===== src/rtl/branch_resolve_unit_pkg.sv =====
// Shared definitions for the next-PC / branch resolution slice of the RV32I core.
// Holds the branch funct3 encodings, the FSM state type and the default PC constants.
package branch_resolve_unit_pkg;

    localparam logic [31:0] DEF_RESET_PC = 32'h0000_0000;
    localparam logic [31:0] DEF_TRAP_VEC = 32'h0000_0100;

    typedef enum logic [2:0] {
        F3_BEQ  = 3'b000,
        F3_BNE  = 3'b001,
        F3_BLT  = 3'b100,
        F3_BGE  = 3'b101,
        F3_BLTU = 3'b110,
        F3_BGEU = 3'b111
    } branch_f3_e;

    typedef enum logic {
        ST_RUN  = 1'b0,
        ST_TRAP = 1'b1
    } bru_state_e;

endpackage


===== src/rtl/branch_resolve_unit_branch_cond.sv =====
// Branch condition select: maps funct3 and the ALU compare flags to a single cond bit.
// Reserved encodings (010/011) never take.
module branch_cond
    import branch_resolve_unit_pkg::*;
(
    input  logic [2:0] funct3,
    input  logic       eq,
    input  logic       lt_s,
    input  logic       ge_s,
    input  logic       lt_u,
    input  logic       ge_u,
    output logic       cond
);

    always_comb begin
        cond = 1'b0;
        case (funct3)
            F3_BEQ:  cond = eq;
            F3_BNE:  cond = ~eq;
            F3_BLT:  cond = lt_s;
            F3_BGE:  cond = ge_s;
            F3_BLTU: cond = lt_u;
            F3_BGEU: cond = ge_u;
            default: cond = 1'b0;
        endcase
    end

endmodule


===== src/rtl/branch_resolve_unit.sv =====
// Next-PC unit: owns the architectural PC, resolves branches and jumps, traps on
// misaligned control-flow targets and keeps a saturating count of taken transfers.
module branch_resolve_unit
    import branch_resolve_unit_pkg::*;
#(
    parameter logic [31:0] RESET_PC = DEF_RESET_PC,
    parameter logic [31:0] TRAP_VEC = DEF_TRAP_VEC,
    parameter int unsigned CNT_W    = 16
) (
    input  logic             clk,
    input  logic             rst,
    input  logic             instr_valid,
    input  logic             stall,
    input  logic             is_branch,
    input  logic             is_jal,
    input  logic             is_jalr,
    input  logic [2:0]       funct3,
    input  logic [31:0]      imm,
    input  logic [31:0]      rs1,
    input  logic             eq,
    input  logic             lt_s,
    input  logic             ge_s,
    input  logic             lt_u,
    input  logic             ge_u,
    output logic [31:0]      pc,
    output logic [31:0]      pc_plus4,
    output logic             taken,
    output logic             trap_pending,
    output logic [31:0]      trap_epc,
    input  logic             trap_ack,
    output logic [CNT_W-1:0] taken_count
);

    bru_state_e       state, state_next;
    logic [31:0]      pc_next, epc_next, target;
    logic [CNT_W-1:0] count_next;
    logic             cond, advance, misaligned;

    branch_cond u_branch_cond (
        .funct3 (funct3),
        .eq     (eq),
        .lt_s   (lt_s),
        .ge_s   (ge_s),
        .lt_u   (lt_u),
        .ge_u   (ge_u),
        .cond   (cond)
    );

    assign pc_plus4     = pc + 32'd4;
    assign trap_pending = (state == ST_TRAP);

    // JALR wins over JAL/branch; JAL and branch share the pc-relative adder.
    assign target     = is_jalr ? ((rs1 + imm) & ~32'h1) : (pc + imm);
    assign taken      = (state == ST_RUN) & instr_valid &
                        (is_jal | is_jalr | (is_branch & cond));
    assign misaligned = taken & target[1];
    assign advance    = instr_valid & ~stall;

    always_comb begin
        state_next = state;
        pc_next    = pc;
        epc_next   = trap_epc;
        count_next = taken_count;
        case (state)
            ST_RUN: begin
                if (advance) begin
                    if (misaligned) begin
                        pc_next    = TRAP_VEC;
                        epc_next   = pc;
                        state_next = ST_TRAP;
                    end else if (taken) begin
                        pc_next = target;
                        if (taken_count != '1) begin
                            count_next = taken_count + CNT_W'(1);
                        end
                    end else begin
                        pc_next = pc_plus4;
                    end
                end
            end
            ST_TRAP: begin
                if (trap_ack) begin
                    state_next = ST_RUN;
                end
            end
            default: state_next = ST_RUN;
        endcase
    end

    always_ff @(posedge clk) begin
        if (rst) begin
            state       <= ST_RUN;
            pc          <= RESET_PC;
            trap_epc    <= '0;
            taken_count <= '0;
        end else begin
            state       <= state_next;
            pc          <= pc_next;
            trap_epc    <= epc_next;
            taken_count <= count_next;
        end
    end

endmodule

===== config.mk =====
export PLATFORM = sky130hd
export DESIGN_NAME = branch_resolve_unit
export DESIGN_NICKNAME = d
export VERILOG_FILES = /design/src/rtl/branch_resolve_unit_pkg.sv /design/src/rtl/branch_resolve_unit_branch_cond.sv /design/src/rtl/branch_resolve_unit.sv
export SDC_FILE = /design/constraint.sdc
export NUM_CORES = 1
export LEC_CHECK = 0
export ABC_AREA = 1
export ABC_CLOCK_PERIOD_IN_PS = 2490
export CORE_UTILIZATION = 40
export DETAILED_ROUTE_END_ITERATION = 10
export DONT_BUFFER_PORTS = 1
export HOLD_SLACK_MARGIN = 0.12
export PLACE_DENSITY = 0.54
export RECOVER_POWER = 25
export SLEW_MARGIN = 20
export SYNTH_ARGS = -nofsm -noshare
export SYNTH_HDL_FRONTEND = slang
export SYNTH_SLANG_ARGS = --single-unit

===== constraint.sdc =====
create_clock -name clk -period 2.49 [get_ports clk]
set_clock_uncertainty 0.15 [all_clocks]
set_input_delay 0.747 -clock clk [delete_from_list [all_inputs] [get_ports clk]]
set_output_delay 0.747 -clock clk [all_outputs]
set_load 0.005 [all_outputs]

==> results by group <==
Synth
  • FFs w/ async S/R, synth: 0
  • Post-synthesis sequential area ratio: 0.171
  • Area share of the largest cell type after synthesis: 0.201
  • Post-Syn Area per Cell: about 5.6 µm²
  • Synthesized cell area: 9260 µm²
  • Most area-consuming cells after synthesis: sky130_fd_sc_hd__nand2_1, sky130_fd_sc_hd__dfxtp_1, sky130_fd_sc_hd__inv_1, sky130_fd_sc_hd__ha_1, sky130_fd_sc_hd__nand3_1
  • Number of instances in the synthesized netlist: 1645
  • Flip-flop and latch count after synthesis: 79
  • Yosys warns: 0
  • Largest area contributor in the synthesized netlist: sky130_fd_sc_hd__nand2_1
  • EDFF count, synth: 0
  • Commonest cells post-synth: sky130_fd_sc_hd__nand2_1, sky130_fd_sc_hd__inv_1, sky130_fd_sc_hd__nand3_1, sky130_fd_sc_hd__nor2_1, sky130_fd_sc_hd__a21oi_1
  • Most instantiated library cell after synthesis: sky130_fd_sc_hd__nand2_1
  • Most instantiated flip-flop cell in the synthesis netlist: sky130_fd_sc_hd__dfxtp_1
  • Unique cell type count in the Yosys netlist: 48

Global route
  • Via count of the first global-routing pass: 9992
  • Maximum number of pins on one net before global-route repair: 34
  • Overall overflow remaining after global route: 0
  • Overall track demand over capacity in global routing: 0.291
  • First-pass GRT wire length: ~54 mm
  • Initial antenna violation count: 0

Clock network
  • TritonCTS clock tree: done
  • Clk Latency, worst-skew pair: 350 ps
  • Total CTS buffers: 9
  • Maximum count of clock buffers along a single path: 2
  • Clock root buffer master: sky130_fd_sc_hd__clkbuf_16
  • H-tree level count: 3
  • Clock transition time at the flip-flop clock pins of the worst setup and hold paths: approximately 60 ps
  • Number of sinks driven by the clock tree: 79
  • Post-cts hold buffer count: 0

Placed design
  • Count of port buffers added during placement: 0
  • Half-perimeter wire length after placement: 28.6 mm
  • Routability cong.: 0.934
  • Placement Setup Slack: -181 ps
  • Inst Count DP: 2060

Die
  • Initial cell density of the core: 0.409
  • Height of the chip: roughly 150 µm
  • Number of rows created at floorplan: 55
  • Ports: 194
  • Total Die Area: roughly 24000 µm²
  • Die boundary width: 154 µm
  • Core Region: roughly 23000 µm²

Power and ir drop
  • Power per cell area: 391 nW/µm²
  • Maximum ir drop on the vdd rail: 325 µV
  • Reported leakage power: 0.00615 µW
  • Post-route total power: 4560 µW

Drt
  • Detailed router's first-iteration violation count: 728
  • Vias after detailed routing: ~11k
  • Avg Vias per Cell: 5.06
  • Total wire length after detailed routing: 34.9 mm
  • Average wire per standard cell: 16.7 µm
  • Post-detailed-route count of antenna-violating nets: 0
  • Final routed DRC violation total: 0
  • Detailed-router iteration count before antenna repair: 5

Setup path
  • Startpoint kind of the worst setup timing path: flop
  • Worst Setup End Kind: output pin
  • Endpoint required time on the critical path: 1590 ps
  • Arrival time worst endpoint: around 1800 ps
  • Maximum fanout along the worst path: 4
  • Type of the worst setup path: flop to output pin

STA
  • Period utilisation layout: 1.08
  • Worst hold margin: 305 ps
  • Final Hold Viols: 0
  • Max-slew violation total from the final report: 0
  • Final-layout setup total negative slack: -2610 ps
  • Fin crit period: 2680 ps
  • Worst-case setup margin in the final layout: -189 ps
  • RSZ-0062 raised after global routing: yes
  • Final setup violation count: 24
  • Max Freq: 0.373 GHz

Finish
  • Layout net count: approximately 1.9k
  • Area growth from synthesis to final layout: 25.9%
  • Number of antenna cells inserted: 0
  • Non-filler instance count after layout: 2094
  • Fraction of final layout cells sized beyond drive strength 1: 0.198

Flow run
  • Max-cap violation count: 0

Min path
  • Class of the tightest hold or removal check: primary input to flop

Outcome
  • Outcome: finished, violations left
  • Failing checks: negative setup slack
==> metrics by stage <==
step | utilization | cell area (µm²)
2_1_floorplan | - | 9270
3_3_place_gp | 0.473 | 10700
3_5_place_dp | 0.473 | 10700
4_1_cts | 0.499 | 11300
5_1_grt | 0.515 | 11700
6_report | 0.515 | 11700
==> final timing paths <==
| path | from | endpoint | slack (ps) | depth (start not counted) |
|---|---|---|---|---|
| worst max-delay path | pc[11] | pc_plus4[31] | -190 | 8 |
| worst min-delay path | rst | taken_count[9] | 300 | 1 |
| worst max register to register | pc[8] | pc[27] | 150 | 12 |
| worst min register to register | trap_epc[2] | trap_epc[2] | 340 | 2 |
==> report_power, final <==
group	internal [µW]	switching, µW
Clock	774	569
Sequential	1320	74.8
Combinational	736	1090
Total	2830	1730
==> cells by family (layout without fill, tap and decap cells) <==
logic type	count (synthesis)	after routing	synth area share
buffers and inverters	322	484	0.140
other	1	3	0.000405
adders and majority gates	64	64	0.0873
and+or+nand+nor	890	890	0.412
AOI/OAI and AO/OA	239	239	0.142
DFF	79	79	0.171
xor gates and xnor gates	49	49	0.0464
muxes	1	1	0.00108
==> registers in the layout, indices dropped and copies added, names as in the netlist <==
register / count
pc: 31
taken_count: 16
trap_epc: 31
trap_pending: 1
==> worst max-delay path, stage by stage, from the launching register on <==
cell and delay [ps]:
sky130_fd_sc_hd__dfxtp_2 350, sky130_fd_sc_hd__buf_4 150, sky130_fd_sc_hd__nand2_2 100, sky130_fd_sc_hd__nor2_2 190, sky130_fd_sc_hd__nand2_2 110, sky130_fd_sc_hd__nor2_4 170
sky130_fd_sc_hd__nand2_1 100, sky130_fd_sc_hd__xor2_1 170, sky130_fd_sc_hd__inv_2 80
==> cells in the final DEF, fill, tap and decap left out, types with 5 or more instances in the layout <==
cell type and instances:
sky130_fd_sc_hd__nand3_1 150, sky130_fd_sc_hd__nand2_4 5, sky130_fd_sc_hd__dfxtp_4 11, sky130_fd_sc_hd__nand3_2 7, sky130_fd_sc_hd__nand2_2 32, sky130_fd_sc_hd__inv_1 265
sky130_fd_sc_hd__clkbuf_16 9, sky130_fd_sc_hd__a21oi_1 117, sky130_fd_sc_hd__o21bai_1 7, sky130_fd_sc_hd__nand3b_1 5, sky130_fd_sc_hd__ha_1 59, sky130_fd_sc_hd__dfxtp_1 58
sky130_fd_sc_hd__nor3_1 18, sky130_fd_sc_hd__nand4_1 13, sky130_fd_sc_hd__inv_2 15, sky130_fd_sc_hd__nor2_2 7, sky130_fd_sc_hd__xor2_2 5, sky130_fd_sc_hd__xor2_1 30
sky130_fd_sc_hd__nor2_1 138, sky130_fd_sc_hd__xnor2_1 10, sky130_fd_sc_hd__o21ai_1 20, sky130_fd_sc_hd__o21ai_0 63, sky130_fd_sc_hd__nor3_2 10, sky130_fd_sc_hd__a21oi_2 22
sky130_fd_sc_hd__buf_12 7, sky130_fd_sc_hd__nand2_1 475, sky130_fd_sc_hd__buf_4 175, sky130_fd_sc_hd__buf_6 5, sky130_fd_sc_hd__nor2_4 11, sky130_fd_sc_hd__dfxtp_2 10
==> per-layer routing <==
layer	share of wire	track usage	vias up
li1	-	-	5528
met5	0	0	-
met4	0.016	0.0657	0
met3	0.066	0.0617	33
met2	0.48	0.507	291
met1	0.43	0.366	4736
==> final cells by class <==
| class | count | area [µm²] |
|---|---|---|
| clock buffers | 10 | 229 |
| clock inverters | 5 | 60.1 |
| fillers | 2410 | 11000 |
| inverters | 282 | 1060 |
| multi-input cells | 1246 | 6800 |
| flip-flops and latches | 79 | 1640 |
| well taps | 285 | 357 |
| repair buffers | 187 | 1510 |
==> what timing repair did <==
action,in CTS,in global routing
setup buffers,8,12
resized for setup,65,65
pin swaps,12,32
endpoints found under the setup margin,26,35
No activity file was read; power rests on OpenSTA's default activity.
==> patch 1: new RTL, same flow settings <==
`CNT_W`: 16 -> 20.
--- a/src/rtl/branch_resolve_unit.sv
+++ b/src/rtl/branch_resolve_unit.sv
@@ -5,7 +5,7 @@
 #(
     parameter logic [31:0] RESET_PC = DEF_RESET_PC,
     parameter logic [31:0] TRAP_VEC = DEF_TRAP_VEC,
-    parameter int unsigned CNT_W    = 16
+    parameter int unsigned CNT_W    = 20
 ) (
     input  logic             clk,
     input  logic             rst,
Interface: changed (resized taken_count); port bits go from 194 to 198. No check against the original RTL was run, so the function may have changed too.
==> patch 1 against the original RTL <==
- the run still ends with negative setup slack left
- critical path depth shrank 2
- power grew 2.1%
- sequential cell count rose by 4
- first-iteration DRC count shrank 4.1%
- routed wire length increased by 1.7%
- register-to-register slack lost 0.04 ns
- worst setup slack worse by 0.0034 ns
- sequential power rose by 4%
- area after synthesis grew 2.0%
- via count grew 3.4%
- design area rose by 1.5%
- cell count up 3.7%
- die area increased by 2.0%
- critical endpoint is now pc_plus4[30]
- highest routed layer unchanged
==> patch 1: results <==
[synth]
synth-seq-area-share = 0.176
synth_xor_area_frac = 0.0398
yosysUniqueCellTypes = 48
synth.area.mux_share = 0
synth_top_cells_by_area = nand2_1, dfxtp_1, inv_1
syn_area_per_cell_sq_um = 5.56
synth_common_cells = nand2_1, inv_1, nor2_1, a21oi_1, nand3_1
synth-async-reset-ratio = 0
ys_warn_count = 0
synth_fa_ha_area_frac = 0.0856
synth_compound_area_frac = 0.139
synthFlopType = dfxtp_1

[sta]
setup_viol = 23
setup_ws_ns = -0.192
fin_tns_setup_ns = -2.65

[worst_hold_path]
min_path_type = in2reg
holdCritStartpoint = rst

[clock_network]
cts_inserted_buffers = 9
cts_max_path_buffers = 2
clk_latency_ns = 0.35
path_clk_slew_ns = 0.07
cts_max_level = 3
clockRootBuffer = clkbuf_16

[setup_path]
arrival_ns = 1.79
reg2reg_from = pc[2]$_SDFFE_PP0P_
startpoint = pc[12]$_SDFFE_PP0P_
path_max_fanout = 3

[placement]
port-buffer-count = 0
place_ws_ns = -0.178
hpwlAfterDp_um = 29300
dpl_cell_area_sq_um = 10900
placed_cells = 2139
gp_congestion = 0.951

[layout]
drive_above_1_share = 0.186
layout.nets = 1997
reg_top3 = pc (31), trap_epc (31), taken_count (20)
stdcell_count = 2171
diodes = 0

[power_and_ir_drop]
switching_share = 0.377
ir_drop_uv = 303
total_leakage_power_nw = 6.27

[routing]
via_per_inst = 5.04
drt-wirelength-per-cell_um = 16.3
drt-pass1-iter-count = 5
drt_iter0_drc = 698

[grt]
grt_pass1_wl_um = 54800
antenna_found_initial = 0
grt_max_degree = 36
first_global_vias = 10288
grt_usage = 0.293

[outcome]
violations = negative setup slack
status = finished, violations left
[patch 1: critical path: stages, from the launching register on]
cell and delay, ns:
dfxtp_4 0.38, inv_6 0.05, nor3_4 0.24, nand2_2 0.15, nor3_4 0.29, nand2_2 0.11
xor2_2 0.21
[patch 1: final cells by class]
type | instances | area (sq um)
Fill cell | 2507 | 11100
Multi-Input combinational cell | 1279 | 6860
Sequential cell | 83 | 1710
Timing Repair Buffer | 182 | 1430
Inverter | 298 | 1130
Tap cell | 313 | 392
Clock buffer | 10 | 239
Clock inverter | 6 | 72.6
[patch 1: logic make-up after synthesis]
family | after synthesis
simple gates | 922
buf+inv | 339
compound gates | 248
flops | 83
fa+ha+maj | 64
xor+xnor | 42
other cells | 1
[patch 1: final timing paths]
kind                              end  slack (ns)  cells after the start
min reg2reg  trap_epc[0]$_SDFFE_PP0P_        0.31                      2
max reg2reg       pc[14]$_SDFFE_PP0P_        0.11                     13
max                      pc_plus4[30]       -0.19                      6
min          trap_epc[2]$_SDFFE_PP0P_        0.31                      1
[patch 1: routing by layer]
metal | track usage | vias to the layer above | share of wire
met2 | 0.501 | 339 | 0.47
li1 | - | 5676 | -
met5 | 0 | - | 0
met1 | 0.367 | 4892 | 0.44
met3 | 0.0667 | 41 | 0.074
met4 | 0.0794 | 0 | 0.024
[patch 1: what timing repair did]
action | 4_1_cts | 5_1_grt
endpoints found under the setup margin | 26 | 44
hold buffers | 0 | 0
cloned | 0 | 0
setup buffers | 8 | 8
pin swaps | 13 | 24
gates resized for setup | 85 | 60
[patch 1: power groups by stage]
stage               logic, W  clock network [W]  registers (W)
floorplan            0.00105                  0        0.00146
global placement     0.00170                  0        0.00146
detailed placement   0.00170                  0        0.00146
CTS                  0.00174            0.00146        0.00143
global route         0.00198            0.00153        0.00144
finish               0.00177            0.00144        0.00144
==> patch 2: new RTL, same flow settings <==
Made on the original files. Reset style: asynchronous (`rst`), changed in one clocked block.
--- a/src/rtl/branch_resolve_unit.sv
+++ b/src/rtl/branch_resolve_unit.sv
@@ -87,7 +87,7 @@
         endcase
     end
 
-    always_ff @(posedge clk) begin
+    always_ff @(posedge clk or posedge rst) begin
         if (rst) begin
             state       <= ST_RUN;
             pc          <= RESET_PC;
Check against the original RTL: differs if rst is asserted again (counterexample within 4 cycles, from zero or initial values and one cycle with rst high); with rst held inactive, the same outputs for 4 cycles.
==> patch 2 against the original RTL <==
- the run ends with design-rule violations, negative setup slack left
- routed wire length shrank 2.0%
- register-to-register slack worse by 0.17 ns
- sequential cell count unchanged
- area after synthesis decreased by 2.5%
- design area up 7.4%
- non-clock buffer count is 49 higher
- worst setup slack got worse by 0.035 ns
- critical endpoint unchanged
Power is not compared: it rests on default switching activity, and its combinational part moved more than twofold at a synthesized area within 25%.
==> patch 2: results <==
[outcome]
status = finished, violations left
violations = design-rule violations, negative setup slack

[routing]
drt-total-wl_um = 34200
drt-pass1-iter-count = 7
drt_iter0_drc = 635
drcViolationCount = 15
wl_met1_um = 14400

[grt]
met1_usage = 0.357
grtUsageMet3 = 0.0646
grt_usage = 0.288
grt_max_degree = 56
first_global_vias = 9820

[layout]
multiInputGateArea_sq_um = 6960
buf_share = 0.151
clock_buffer_count = 9
drive_above_1_share = 0.261
layout.nets = 1907

[synth]
synth-seq-area-share = 0.219
synth_top_cells_by_area = nand2_1, dfrtp_1, inv_1
synth_xor_area_frac = 0.0534
synth_top_area_frac = 0.226
yosysUniqueCellTypes = 45
synth_compound_area_frac = 0.107
synth-async-reset-ratio = 1.00
synth_fa_ha_area_frac = 0.0896

[setup_path]
reg2reg_depth = 17
path_max_fanout = 3
arrival_ns = 1.82

[clock_network]
cts_setup_buffers = 22
ctsResizeCount = 99

[placement]
place_ws_ns = -0.206
dpl_cell_area_sq_um = 10700
hpwlAfterDp_um = 27000

[power_and_ir_drop]
power_w = 0.00906

[floorplan]
dieArea_sq_um = 23200

[sta]
fin_tns_setup_ns = -3.40
setup_ws_ns = -0.224
setup_viol = 26
patch 2: cell types whose count changed after synthesis, moves of 18 or more:
cell | before | now
o21ai_1 | 19 | 1
a21oi_2 | 20 | 0
dfxtp_1 | 79 | 0
dfrtp_1 | 0 | 79
nand2_1 | 496 | 543
a21oi_1 | 119 | 72
nor2_1 | 152 | 132
nand3_1 | 155 | 124
patch 2: worst paths after layout:
kind	startpoint	end	slack [ns]
max	pc[20]$_DFFE_PP0P_	pc_plus4[31]	-0.22
min reg2reg	trap_epc[31]$_DFFE_PP0P_	trap_epc[31]$_DFFE_PP0P_	0.36
max in group asynchronous	rst	pc[23]$_DFFE_PP0P_	0.33
max reg2reg	pc[14]$_DFFE_PP0P_	pc[27]$_DFFE_PP0P_	-0.02
min in group asynchronous	rst	trap_epc[3]$_DFFE_PP0P_	0.67
min	trap_ack	trap_pending$_DFF_PP0_	0.35
